File: src/rtl/lut_rr_scheduler.sv
// Shared 2-input registered LUT, time-multiplexed across NUM_REQ requesters by a
// round-robin arbiter; each requester owns a 4-bit truth table.
module lut_rr_scheduler #(
  parameter int unsigned NUM_REQ    = 4,
  parameter int unsigned ID_W       = 2,
  parameter logic [3:0]  DEFAULT_TT = 4'b0001,
  parameter int unsigned CNT_W      = 16
) (
  input  logic               clk,
  input  logic               rst,
  input  logic               cfg_we_i,
  input  logic [ID_W-1:0]    cfg_id_i,
  input  logic [3:0]         cfg_tt_i,
  input  logic [NUM_REQ-1:0] req_valid_i,
  input  logic [NUM_REQ-1:0] req_a_i,
  input  logic [NUM_REQ-1:0] req_b_i,
  output logic [NUM_REQ-1:0] req_ready_o,
  output logic               res_valid_o,
  output logic [ID_W-1:0]    res_id_o,
  output logic               res_y_o,
  input  logic               res_ready_i,
  output logic [CNT_W-1:0]   res_count_o
);

  logic [3:0]       tt_q [NUM_REQ];
  logic [3:0]       tt_d [NUM_REQ];
  logic [ID_W-1:0]  rr_ptr_q, rr_ptr_d;
  logic             res_valid_q, res_valid_d;
  logic [ID_W-1:0]  res_id_q, res_id_d;
  logic             res_y_q, res_y_d;
  logic [CNT_W-1:0] res_count_q, res_count_d;

  logic             slot_free;
  logic             grant_vld;
  logic [ID_W-1:0]  grant_id;
  logic [ID_W-1:0]  cand;
  logic [1:0]       lut_idx;
  logic             lut_y;
  logic             accept;

  assign slot_free = !res_valid_q || res_ready_i;

  // Round-robin search starting just after the last accepted requester.
  always_comb begin
    grant_vld = 1'b0;
    grant_id  = '0;
    cand      = '0;
    for (int unsigned k = 1; k <= NUM_REQ; k++) begin
      cand = ID_W'((32'(rr_ptr_q) + k) % NUM_REQ);
      if (!grant_vld && req_valid_i[cand]) begin
        grant_vld = 1'b1;
        grant_id  = cand;
      end
    end
  end

  assign accept = slot_free && grant_vld;

  // Table literals read left to right: the MSB is the entry for {a,b}=2'b00.
  assign lut_idx = ~{req_a_i[grant_id], req_b_i[grant_id]};
  assign lut_y   = tt_q[grant_id][lut_idx];

  assign req_ready_o = (accept && !rst) ? (NUM_REQ'(1) << grant_id) : '0;

  always_comb begin
    tt_d        = tt_q;
    rr_ptr_d    = rr_ptr_q;
    res_valid_d = res_valid_q;
    res_id_d    = res_id_q;
    res_y_d     = res_y_q;
    res_count_d = res_count_q;
    if (res_valid_q && res_ready_i && (res_count_q != '1)) begin
      res_count_d = res_count_q + CNT_W'(1);
    end
    if (slot_free) begin
      res_valid_d = accept;
      if (accept) begin
        res_id_d = grant_id;
        res_y_d  = lut_y;
        rr_ptr_d = grant_id;
      end
    end
    // Lookup above uses tt_q, so a same-cycle write only affects later requests.
    if (cfg_we_i && (32'(cfg_id_i) < NUM_REQ)) begin
      tt_d[cfg_id_i] = cfg_tt_i;
    end
  end

  always_ff @(posedge clk or posedge rst) begin
    if (rst) begin
      for (int i = 0; i < int'(NUM_REQ); i++) begin
        tt_q[i] <= DEFAULT_TT;
      end
      rr_ptr_q    <= ID_W'(NUM_REQ - 1);
      res_valid_q <= 1'b0;
      res_id_q    <= '0;
      res_y_q     <= 1'b0;
      res_count_q <= '0;
    end else begin
      tt_q        <= tt_d;
      rr_ptr_q    <= rr_ptr_d;
      res_valid_q <= res_valid_d;
      res_id_q    <= res_id_d;
      res_y_q     <= res_y_d;
      res_count_q <= res_count_d;
    end
  end

  assign res_valid_o = res_valid_q;
  assign res_id_o    = res_id_q;
  assign res_y_o     = res_y_q;
  assign res_count_o = res_count_q;

endmodule

File: config.mk
export PLATFORM = sky130hd
export DESIGN_NAME = lut_rr_scheduler
export DESIGN_NICKNAME = d
export VERILOG_FILES = /design/src/rtl/lut_rr_scheduler.sv
export SDC_FILE = /design/constraint.sdc
export NUM_CORES = 1
export LEC_CHECK = 0
export BUFFER_PORTS_ARGS = -buffer_cell sky130_fd_sc_hd__buf_2
export CAP_MARGIN = 20
export CORE_ASPECT_RATIO = 0.8
export CORE_MARGIN = 2
export CORE_UTILIZATION = 50
export CTS_CLUSTER_DIAMETER = 80
export CTS_CLUSTER_SIZE = 12
export DETAILED_ROUTE_END_ITERATION = 12
export PLACE_DENSITY = 0.86
export SETUP_SLACK_MARGIN = 0.3
export SKIP_LAST_GASP = 1
export SYNTH_ARGS = -nofsm -noshare
export SYNTH_HDL_FRONTEND = slang
export SYNTH_SLANG_ARGS = --single-unit
File: constraint.sdc
create_clock -name clk -period 2.6 [get_ports clk]
set_clock_uncertainty 0.05 [all_clocks]
set_input_delay 0.13 -clock clk [delete_from_list [all_inputs] [get_ports clk]]
set_output_delay 0.13 -clock clk [all_outputs]
set_load 0.005 [all_outputs]
; ---- Yosys cells after proc, flatten, opt, wreduce, memory -nomap -nowiden
; Index checks and enable logic that the tools add are counted.
[word_totals]
regBits = 38
inputBits = 22
word_cells = 72
[classes]
n_addsub = 5
n_lt_le_gt_ge = 9
n_eq_ne = 1
n_shift = 1
n_mux = 29
bitwise = 3
n_reduce_logical = 15
[ops]
columns = operator, count
row1 = "2-bit by 3-bit < comparator with 1-bit output, second input constant", 6
row2 = "16-bit by 1-bit adder with 16-bit output, second input constant", 1
row3 = 16-bit bitwise mux, 1
row4 = 4-bit 2-to-1 mux, 4
row5 = "16-bit inequality test, second input constant", 1
row6 = 1-bit binary-select mux with 2-bit select, 7
row7 = 1-bit 2-to-1 mux, 11
row8 = 4-bit binary-select mux with 2-bit select, 1
row9 = 4-bit demux with 2-bit select, 1
row10 = 1-bit logical AND, 8
row11 = 2-bit 2-to-1 mux, 4
row12 = "3-bit >= comparator, second input constant", 2
row13 = 2-bit NOT with 3-bit output, 2
row14 = 1-bit logical NOT, 5
row15 = "2-bit by 1-bit adder with 2-bit output, second input constant", 2
row16 = "2-bit adder, second input constant", 2
row17 = "1-bit by 2-bit left shift with 4-bit output, first input constant", 1
row18 = "3-bit by 1-bit < comparator with 1-bit output, second input constant", 1
row19 = 2-bit NOT, 1
row20 = 2-bit AND reduction, 1
row21 = 1-bit logical OR, 1

; ---- Longest topological paths before layout
[depth]
word_depth = 19
depth_mapped = 8
mapped_depth_nobuf = 7

; ---- Worst setup path after synthesis
; Ideal clock, no wire load.
[synth_timing]
kind = reg-to-reg
startpoint = reg rr_ptr_q[1]
endpoint = reg res_y_q, in the netlist res_y_o
setup_ps = 129
t_arrival_ps = 1901
setup_slack_ps = 521
path_stages_with_launch = 9
n_path_buf = 1
path_cell_list = dfstp_2 buf_6 mux2i_1 o2bb2ai_1 or2_4 mux4_2 mux2i_1 mux2_2 o21ai_2
[synth_via]
elab_chain_len = 19
elab_cells_between_ends = 39
cone_classes = add/sub: 4 / mux: 25 / bitwise: 2 / reduce/logical: 8
[synth_lines]
columns = element, line_no
row1 = from (decl), 27  ; logic [ID_W-1:0] rr_ptr_q, rr_ptr_d;
row2 = from (signal assigned), 94  ; rr_ptr_q <= ID_W'(NUM_REQ - 1);
row3 = from (signal assigned), 101  ; rr_ptr_q <= rr_ptr_d;
row4 = 2-bit by 1-bit adder with 2-bit output, 49  ; cand = ID_W'((32'(rr_ptr_q) + k) % NUM_REQ);
row5 = 1-bit binary-select mux with 2-bit select, 50  ; if (!grant_vld && req_valid_i[cand]) begin
row6 = 1-bit 2-to-1 mux (not written as such), 50
row7 = 1-bit 2-to-1 mux, 50
row8 = 1-bit logical NOT, 50
row9 = 1-bit logical AND, 50
row10 = 1-bit 2-to-1 mux, 50
row11 = 1-bit logical NOT, 50
row12 = (+2 left out), -
row13 = 1-bit logical NOT, 50
row14 = 1-bit logical AND, 50
row15 = 2-bit 2-to-1 mux, 50
row16 = 2-bit NOT with 3-bit output (not written as such), 61  ; assign lut_y = tt_q[grant_id][lut_idx];
row17 = 4-bit binary-select mux with 2-bit select, 61
row18 = 4-bit 2-to-1 mux (not written as such) (2 in a row), 61
row19 = 1-bit binary-select mux with 2-bit select, 61
row20 = 1-bit 2-to-1 mux (not written as such), 61
row21 = to (signal assigned), 104  ; res_y_q <= res_y_d;
row22 = to (decl), 30  ; logic res_y_q, res_y_d;
; Parallel ways exist; a longest one is shown, timed or not. The select of a mux whose other input is x is not followed.
; A chain may end at the register's enable or synchronous reset.

; ---- Worst setup path in the final report
; Same ends and word-level chain as after synthesis.

==> qor.csv <==
stage;metric;value;unit
run_status;outcome;completed;
placement;dp_hpwl;2880;µm
critical_path;reg2reg_to;res_y_o$_DFFE_PP0P_;
die;rows;20;
yosys;ys_seq_elements;38;
final_layout;design_area;2300;µm²
yosys;synthCells;166;
critical_path;path_delay_family;multiplexers;
critical_path;critPathCaptureType;flop;
yosys;ys_seq_area_share;50.1;%
clock_tree;cts_sinks;38;
critical_path;timing.critical_path.from;rr_ptr_q[1]$_DFFE_PP1P_;
die;io_pins;46;
sta;worstMarginPinSlew;0.637;ns
drt;viasPerCell;5.44;
critical_path;cp_max_fo;8;
placement;post_dp_cell_area;2190;µm²
sta;maxSlewViolCount;0;
grt;antenna_found_initial;0;
critical_path;crit_slowest_cell;dfstp_2;
drt;drc;0;
grt;grt_usage;19.0;%
die;die_w;73.2;µm
yosys;yosys_warnings;0;
clock_tree;clk_latency;0.28;ns
sta;rsz0062_at_grt;true;
critical_path;crit_buf_inv;0;
die;start_util;51.3;%
final_layout;drive_gt1_share;40.6;%
critical_path;worstSetupPathType;flop to flop;
critical_path;worstPathArrival;2.40;ns
critical_path;rr_startpoint;rr_ptr_q[1]$_DFFE_PP1P_;
final_layout;final_cell_mix;45 x buf_2, 32 x dfrtp_1, 18 x mux2_2;
drt;drtPass1Iterations;4;
sta;setup_viol;0;
pwr;power_density;761;nW/µm²
yosys;avgSynthCellArea;11.5;µm²
clock_tree;cts_tree;done;
yosys;netlist_area;1910;µm²
min_path;min_path_type;primary input to flop;
drt;antenna_left;0;
final_layout;antennaDiodeCount;0;
placement;io_buffers;45;
grt;overflow;0;
sta;fmax;0.436;GHz
pwr;p_leak;1.11;nW
critical_path;critPathMaxStageDelay;0.62;ns
drt;wl;4000;µm
clock_tree;clkTransAtPathRegs;0.07;ns
die;core;3730;µm²
critical_path;critPathLaunchType;flop;
clock_tree;cts_max_level;2;
sta;fin_tns_setup;0;ns
critical_path;worstPathRequired;2.71;ns
critical_path;cp_cell_sequence;mux2i_1 -> o2bb2ai_2 -> nor2_2 -> mux4_2 -> mux2i_1 -> mux2_2 -> o21ai_2;
clock_tree;numCtsBuffers;5;
grt;grt_pass1_wl;6110;µm
final_layout;nNetsFinal;241;
sta;timing.final.hold_violations;0;
grt;grt_max_degree;39;
run;drv_cap;0;
yosys;yosysUniqueCellTypes;40;
sta;fin_crit_sh;88.1;%
clock_tree;clk_path_buf_depth;2;
critical_path;cp_common_cell;mux2i_1;
final_layout;layout_commonest_cell;buf_2;
final_layout;area_growth;20.4;%
die;die-area;4340;µm²
drt;wire_per_inst;15.2;µm
critical_path;endpoint;res_y_o$_DFFE_PP0P_;
sta;min_period;2.29;ns
clock_tree;cts_root_buf;clkbuf_8;
sta;relSlewSlack;57.4;%
pwr;ir_drop;0.462;mV
critical_path;path_depth;7;
grt;grt_pass1_vias;1298;
yosys;synth_nets;189;
critical_path;reg2regPathDepth;7;
die;die_h;59.3;µm
placement;place_congestion;0.804;
critical_path;r2r_setup_slack;0.31;ns
drt;drt_iter0_markers;58;
drt;via_count;1431;
kinds of logic (layout without fill, tap and decap cells):
| kind of cell | after synthesis | in the layout | synth area share (%) |
|---|---|---|---|
| buf+inv | 8 | 61 | 1.96 |
| fa+ha+maj | 1 | 1 | 0.653 |
| mux | 26 | 26 | 17.4 |
| simple gates | 58 | 58 | 15.6 |
| compound gates | 20 | 20 | 7.52 |
| flops | 38 | 38 | 50.1 |
| xor+xnor | 15 | 15 | 6.86 |
flip-flops by register name, summed over array words and instances (netlist names):
register / count
res_count_o: 16
tt_q: 16
res_id_o: 2
rr_ptr_q: 2
res_valid_o: 1
res_y_o: 1
power by group:
part           internal (W)  leakage, nW  switching, W  total (W)
logic              0.000268        0.605      0.000230   0.000498
clock network      0.000214       0.0482      0.000192   0.000405
registers          0.000728        0.462      0.000123   0.000851
total               0.00121         1.11      0.000545    0.00175
final cells by class:
cell class	instances	area, µm²
Clock buffer	7	86.3
Clock inverter	1	5.00
Fill cell	306	1420
Inverter	6	22.5
Multi-Input combinational cell	120	935
Sequential cell	38	958
Tap cell	44	55.1
Timing Repair Buffer	47	243
timing repair:
action	in CTS	in global routing
setup buffers	0	0
pin swaps	0	0
hold endpoints to repair	32	0
resized for setup	1	3
setup endpoints to repair	1	2
hold buffers	1	0
gates cloned	0	0
per-stage QoR:
stage / power (W) / util, % / std cells / hold WS [ns] / worst slack, ns
5_1_grt: 0.00187 / 61.8 / 263 / 0.0775 / 0.230
2_1_floorplan: 0.00118 / - / 166 / 0.207 / 0.521
4_1_cts: 0.00176 / 61.4 / 263 / 0.0616 / 0.377
6_report: 0.00175 / 61.8 / 263 / 0.0746 / 0.308
3_3_place_gp: 0.00131 / 58.7 / 254 / 0.252 / 0.434
3_5_place_dp: 0.00135 / 58.7 / 254 / 0.253 / 0.268
cells in the mapped netlist:
cell type,number,area [µm²]
and3_1,4,25.0
nand3b_1,2,15.0
nor2_1,10,37.5
o211a_1,1,10.0
clkbuf_1,1,3.75
o22ai_1,1,6.26
o21bai_1,1,7.51
nand2b_1,1,6.26
nor4_1,5,31.3
nor3_1,1,5.00
and4_1,2,17.5
a211oi_1,1,7.51
or2_4,1,8.76
buf_6,1,11.3
a21oi_1,4,20.0
ha_1,1,12.5
dfrtp_1,32,801
xnor2_1,9,78.8
nor2b_1,2,12.5
o21ai_0,4,20.0
xor2_1,6,52.6
or2_1,1,6.26
nand2_2,1,6.26
nor3b_1,1,7.51
a32oi_2,1,16.3
mux4_2,4,90.1
nand2_1,16,60.1
a21o_1,1,7.51
o21a_1,1,7.51
o21ai_2,1,8.76
inv_1,6,22.5
a21boi_0,1,7.51
o2bb2ai_1,1,8.76
a22oi_1,1,7.51
mux2_2,18,203
nand3_1,10,50.1
and3b_1,1,8.76
a311oi_1,1,8.76
mux2i_1,4,40.0
dfstp_2,6,158
routing by layer:
layer  track usage (%)  wire length, µm  up-vias
met5                 0                0        -
met2              27.9             1790       44
met3              4.59              252        2
met4              7.14               36        0
met1              27.4             1920      690
li1                  -                -      695
worst min-delay path by stage:
stage	slack [ns]	end	cells after the start	from
5_1_grt	0.08	tt_q[2]$_DFFE_PP0P_	2	cfg_tt_i[2]
2_1_floorplan	0.21	res_valid_o$_DFFE_PP0P_	2	req_valid_i[1]
3_3_place_gp	0.25	res_y_o$_DFFE_PP0P_	3	rst
6_report	0.07	tt_q[5]$_DFFE_PP0P_	2	cfg_tt_i[1]
3_5_place_dp	0.25	res_y_o$_DFFE_PP0P_	3	rst
4_1_cts	0.06	res_valid_o$_DFFE_PP0P_	3	req_valid_i[2]
Note: power is estimated with default switching activity, not from simulation.
